$ cat src/rtl/pit_data_match.sv
// Data-side PIT lookup: hash the Data prefix, read the slot, and on a valid entry
// clear it and forward the stored buffer address; otherwise drop as unsolicited.
module pit_data_match #(
  parameter int IDX_W = 10,
  parameter int CNT_W = 16
) (
  input  logic             clk,
  input  logic             rst,
  input  logic             data_valid,
  output logic             data_ready,
  input  logic [63:0]      data_prefix,
  input  logic [4:0]       data_len,
  input  logic             tbl_busy,
  output logic             tbl_rd_en,
  output logic [IDX_W-1:0] tbl_addr,
  input  logic [63:0]      tbl_rd_data,
  output logic             tbl_wr_en,
  output logic [63:0]      tbl_wr_data,
  output logic             fwd_valid,
  input  logic             fwd_ready,
  output logic [61:0]      fwd_addr,
  output logic             fwd_aggr,
  output logic             unsol,
  output logic [CNT_W-1:0] match_cnt,
  output logic [CNT_W-1:0] drop_cnt
);

  typedef enum logic [2:0] {IDLE, READ, CHECK, CLEAR, OUT, DROP} state_t;

  localparam int FOLD_N = (64 + IDX_W - 1) / IDX_W;
  localparam int PAD_W  = FOLD_N * IDX_W;

  state_t           state_reg, state_next;
  logic [IDX_W-1:0] idx_reg;
  logic [61:0]      addr_reg;
  logic             aggr_reg;
  logic [CNT_W-1:0] match_cnt_reg;
  logic [CNT_W-1:0] drop_cnt_reg;

  // XOR-fold of the zero-padded prefix; must match the insertion-side hash.
  logic [PAD_W-1:0] prefix_pad;
  logic [IDX_W-1:0] fold_part [FOLD_N];

  assign prefix_pad = PAD_W'(data_prefix);

  generate
    for (genvar gi = 0; gi < FOLD_N; gi++) begin : g_fold
      if (gi == 0) begin : g_first
        assign fold_part[gi] = prefix_pad[IDX_W-1:0];
      end else begin : g_rest
        assign fold_part[gi] = fold_part[gi-1] ^ prefix_pad[gi*IDX_W +: IDX_W];
      end
    end
  endgenerate

  always_ff @(posedge clk) begin
    if (!rst) begin
      state_reg     <= IDLE;
      idx_reg       <= '0;
      addr_reg      <= '0;
      aggr_reg      <= 1'b0;
      match_cnt_reg <= '0;
      drop_cnt_reg  <= '0;
    end else begin
      state_reg <= state_next;
      if (state_reg == IDLE && data_valid) begin
        idx_reg <= fold_part[FOLD_N-1];
      end
      if (state_reg == CHECK && tbl_rd_data[63]) begin
        aggr_reg <= tbl_rd_data[62];
        addr_reg <= tbl_rd_data[61:0];
      end
      if (state_reg == OUT && fwd_ready && !(&match_cnt_reg)) begin
        match_cnt_reg <= match_cnt_reg + CNT_W'(1);
      end
      if (state_reg == DROP && !(&drop_cnt_reg)) begin
        drop_cnt_reg <= drop_cnt_reg + CNT_W'(1);
      end
    end
  end

  // Strobes are qualified by rst so an in-flight operation cannot touch the table
  // or signal downstream during the reset cycle.
  always_comb begin
    state_next = state_reg;
    data_ready = 1'b0;
    tbl_rd_en  = 1'b0;
    tbl_wr_en  = 1'b0;
    fwd_valid  = 1'b0;
    unsol      = 1'b0;
    if (rst) begin
      case (state_reg)
        IDLE: begin
          data_ready = 1'b1;
          if (data_valid) begin
            state_next = (data_len == 5'd0) ? DROP : READ;
          end
        end
        READ: begin
          if (!tbl_busy) begin
            tbl_rd_en  = 1'b1;
            state_next = CHECK;
          end
        end
        CHECK: begin
          state_next = tbl_rd_data[63] ? CLEAR : DROP;
        end
        CLEAR: begin
          if (!tbl_busy) begin
            tbl_wr_en  = 1'b1;
            state_next = OUT;
          end
        end
        OUT: begin
          fwd_valid = 1'b1;
          if (fwd_ready) begin
            state_next = IDLE;
          end
        end
        DROP: begin
          unsol      = 1'b1;
          state_next = IDLE;
        end
        default: state_next = IDLE;
      endcase
    end
  end

  assign tbl_addr    = idx_reg;
  assign tbl_wr_data = 64'd0;
  assign fwd_addr    = addr_reg;
  assign fwd_aggr    = aggr_reg;
  assign match_cnt   = match_cnt_reg;
  assign drop_cnt    = drop_cnt_reg;

endmodule

$ cat config.mk
export PLATFORM = sky130hd
export DESIGN_NAME = pit_data_match
export DESIGN_NICKNAME = d
export VERILOG_FILES = /design/src/rtl/pit_data_match.sv
export SDC_FILE = /design/constraint.sdc
export NUM_CORES = 1
export LEC_CHECK = 0
export CORE_MARGIN = 5
export CORE_UTILIZATION = 38
export CTS_CLUSTER_DIAMETER = 200
export DETAILED_ROUTE_END_ITERATION = 7
export PLACE_DENSITY_LB_ADDON = 0.3
export SLEW_MARGIN = 10
export SYNTH_ARGS = -nofsm -noshare
export SYNTH_HDL_FRONTEND = slang
export SYNTH_SLANG_ARGS = --single-unit
$ cat constraint.sdc
create_clock -name clk -period 2.5 [get_ports clk]
set_input_delay 0.25 -clock clk [delete_from_list [all_inputs] [get_ports clk]]
set_output_delay 0.25 -clock clk [all_outputs]
set_load 0.05 [all_outputs]
==> flow_results.org <==
** Run status
- Status :: completed

** Timing
- Unrepaired setup endpoints after global routing :: false
- The worst path uses 82.4% of the clock period.
- Derived from the worst setup path, the maximum achievable clock frequency is 486 MHz.
- Final setup slack of the worst path :: 0.441 ns
- Measured slew at the worst slew-check pin :: 0.763 ns
- Setup TNS :: 0 ns
- Relative slew slack :: 48.7%
- Final Hold Viols :: 0
- Final-report max-slew violation count :: 0
- Setup violations remaining at the end of the flow were counted as 0.
- Maximum clock skew at final layout :: 0.00702 ns
- Post-Route Hold Slack :: 0.445 ns
- Final period demand of the worst path :: 2.06 ns

** Synth
- Mapped cell area :: 5310 µm²
- Adder-Cell Fraction of Synth Area :: 0.471%
- Seq/Total Area, Yosys :: 40.7%
- Synthesis-stage register bit count :: 108
- Summing the areas of all compound-gate instances in the mapped netlist gives 14.9% of the synthesized area.
- Each instance of the synthesized netlist takes up on average 8.08 µm².
- Flip-flop cell with the highest count after synthesis :: dfxtp_1
- Asr flop ratio synth :: 0%
- Main combinational cell family by area after synthesis :: simple AND/OR/NAND/NOR gates
- Simple-gate area share of the yosys netlist :: 21.7%
- Count of different cell masters after synthesis :: 46
- Yosys Warn Count :: 0
- Post-synthesis cell count :: 657
- In this run, synthesis inferred 0 flip-flops with an integrated enable.
- Measured against the total synthesized area, the mux share comes to 0.566%.
- Synthesized-area fraction occupied by xor and xnor cells :: 9.08%

** Setup path
- The slowest stage of the critical path is the or4_1 cell.
- STA classifies the critical path endpoint as a flip-flop.
- Max stage delay on crit path :: 0.54 ns
- In this run the critical register-to-register path is launched from match_cnt[0]$_SDFFE_PN0P_.
- STA classifies the critical path startpoint as a flip-flop.
- For the worst setup path, the data required time is 2.78 ns.
- The critical path is of the reg2reg type.
- Top fanout value on the critical path :: 10
- R2r endpoint :: match_cnt[8]$_SDFFE_PN0P_
- Measured in cells, the most critical reg-to-reg path has a length of 5.
- Traced cell by cell, the critical path runs through ha_1, inv_1, or3_1, or4_1, a21oi_1.
- Setup slack of the most critical reg-to-reg path :: 0.44 ns
- Arrival time worst endpoint :: 2.33 ns

** Pwr
- Switching power share of the total :: 29.3%
- Power comes to 4.37 mW.
- The clock network is responsible for 36.1% of the overall power.
- Share of total power in sequential cells :: 41.0%
- Internal power :: 3.09 mW
- Leak :: 2.73 nW
- Net switching power :: 1.28 mW
- Power spread over the standard cell area amounts to 538 nW/µm².
- IR analysis of the VDD net gives a maximum drop of 291 µV.
- Logic gate share of total power :: 22.9%

** Finish
- Ant diodes :: 0
- The register with the most flip-flops in the layout has 62 of them.
- Compared with the post-synthesis result, the final layout area differs by 53.0%.
- Once layout is complete, the cells apart from fillers number 1074.
- Final nets :: 1029
- The library cell used most frequently in the layout, excluding fill and tap cells, is clkdlybuf4s50_1.
- Most used cells in the layout excluding fill and tap cells :: 242 x clkdlybuf4s50_1, 146 x nand2_1, 108 x dfxtp_1, 89 x a21oi_1, 64 x conb_1
- Proportion of layout cells with a drive suffix above 1 :: 4.70%

** CTS
- Clock Tree Buf Depth :: 2
- Clock-pin slew on the worst setup and hold paths :: 0.07 ns
- Clock Sink Count :: 108
- Post-CTS timing repair inserted 0 buffers for setup.
- Clock network latency to the later pin of the worst-skew pair :: 0.35 ns
- Resized Gates After CTS :: 0
- Hold Buf Count CTS :: 0
- Total clock buffers created by CTS :: 9
- Cell chosen for the clock root :: clkbuf_16
- H-tree depth :: 3
- TritonCTS built the clock tree.

** Detailed routing
- For this run, design rule violations remaining after detail routing come to 0.
- Once detail routing completed, the nets flagged for antenna violations numbered 0.
- The first detailed-routing pass took 4 iterations.
- Total via count after detailed routing :: 5121
- Dividing the detail-routed wire length by the instance count gives 14.4 µm.
- In the routed layout, each cell is associated on average with a via count of 4.77.
- The routed design has 15.5 mm of wire.
- For this block, the initial DRC count from the detailed router was 371.

** Worst hold path
- The min-delay analysis places its worst path in the category in2reg.
- In this run the most critical hold path is launched from tbl_rd_data[6].
- Worst-case hold path end point :: fwd_addr[6]$_SDFFE_PN0P_
- Hold Path Cell Cnt :: 3

** GRT
- Entering global routing, the biggest net connects 98 pins.
- Global-route wire length before repair :: 23.6 mm
- Global-route track usage on met2 :: 29.7%
- Number of global-route vias before repair :: 4735
- In the global route stage, overall resource usage came out at 17.8%.
- In the global route stage, met3 resource usage came out at 6.79%.
- Global routing finished with a remaining overflow of 0.
- Antenna violations before repair :: 0
- Peak-usage layer in the global routing report :: met2
- For this run, global-route usage on met1 was measured as 20.4%.

** Floorplan
- Measured along the y axis, the die boundary spans 128 µm.
- In this run the horizontal extent of the chip is 128 µm.
- The initial utilization of the core area, before any placement, comes to 38.5%.
- Std-Cell Core Area :: 13800 µm²
- Pin placement for this block handled 312 I/O pins.
- The die covers 16400 µm².
- Placement row count :: 43

** Placement
- Total placed cells including tap cells :: 1058
- Detailed placement ended at an HPWL of 11.6 mm.
- At the placement stage, the worst setup path has a slack of 0.384 ns.
- Port Buffers :: 247
- Routability-driven placement finished with a final weighted congestion of 0.803.

** Flow run
- Max-cap violations in this run came to 0.
==> critical path: cells and delay by family (launching register included) <==
kind / cells / cell delay [ns]
compound gates: 1 / 0.15
fa+ha+maj: 1 / 0.24
buf+inv: 1 / 0.10
flops: 1 / 0.44
simple gates: 2 / 1.06
==> worst max-delay path by stage <==
stage                               from                   endpoint  cells after the start
6_report       match_cnt[0]$_SDFFE_PN0P_  match_cnt[8]$_SDFFE_PN0P_                      5
5_1_grt        state_reg[2]$_SDFFE_PN0P_  match_cnt[8]$_SDFFE_PN0P_                      4
4_1_cts                              rst                  tbl_wr_en                      4
3_5_place_dp                   fwd_ready  match_cnt[8]$_SDFFE_PN0P_                      5
3_3_place_gp                   fwd_ready  match_cnt[8]$_SDFFE_PN0P_                      5
2_1_floorplan  state_reg[0]$_SDFFE_PN0P_                  tbl_rd_en                      4
==> synthesized netlist by cell type, types with 4 or more instances <==
library cell / count / share of area [%]
xnor2_1: 51 / 8.4
dfxtp_1: 108 / 41
a21oi_1: 89 / 8.4
buf_4: 64 / 9.1
nand2b_1: 4 / 0.47
nor2_1: 13 / 0.92
o22ai_1: 4 / 0.47
o21ai_0: 6 / 0.57
a211oi_1: 6 / 0.85
nand3_1: 11 / 1.0
clkbuf_1: 30 / 2.1
nand2_1: 146 / 10
or3_1: 14 / 1.7
nand4_1: 8 / 0.94
xor2_1: 4 / 0.66
or4_1: 17 / 2.4
o31ai_1: 18 / 2.5
inv_1: 7 / 0.50
nor3_1: 10 / 0.94
nor4_1: 5 / 0.59
buf_2: 5 / 0.47
==> power groups by stage <==
| stage | sequential (mW) | combinational, mW | clock (mW) |
|---|---|---|---|
| floorplan | 1.97 | 0.561 | 0 |
| global placement | 1.83 | 0.998 | 0 |
| detailed placement | 1.83 | 1.00 | 0 |
| CTS | 1.79 | 1.01 | 1.62 |
| global route | 1.80 | 1.06 | 1.70 |
| finish | 1.79 | 1.00 | 1.58 |
==> layout make-up <==
cell class,count,area [µm²]
repair buffers,259,2630
clock inverters,6,93.8
inverters,8,30.0
fillers,1284,5650
well taps,180,225
multi-input cells,503,2740
clock buffers,10,239
flip-flops and latches,108,2160
==> kinds of logic after synthesis <==
family	Yosys count
AO/OA/AOI/OAI	136
other	1
adder cells (fa/ha/maj)	2
buffers and inverters	109
AND/OR/NAND/NOR	243
flip-flops	108
multiplexers	3
XOR/XNOR	55
==> metrics by stage <==
stage          area [µm²]  utilization (%)
3_3_place_gp         7790             56.5
3_5_place_dp         7790             56.5
5_1_grt              8120             58.9
2_1_floorplan        5560                -
6_report             8120             58.9
4_1_cts              8120             58.9
==> metal layers <==
metal | vias to the layer above | part of all wire (%) | routed length (µm)
li1 | 2596 | - | -
met4 | 0 | 2.0 | 308
met5 | - | 0 | 0
met1 | 2299 | 39 | 6030
met2 | 208 | 49 | 7530
met3 | 18 | 10 | 1600
Power figures use the tool's default switching activity.
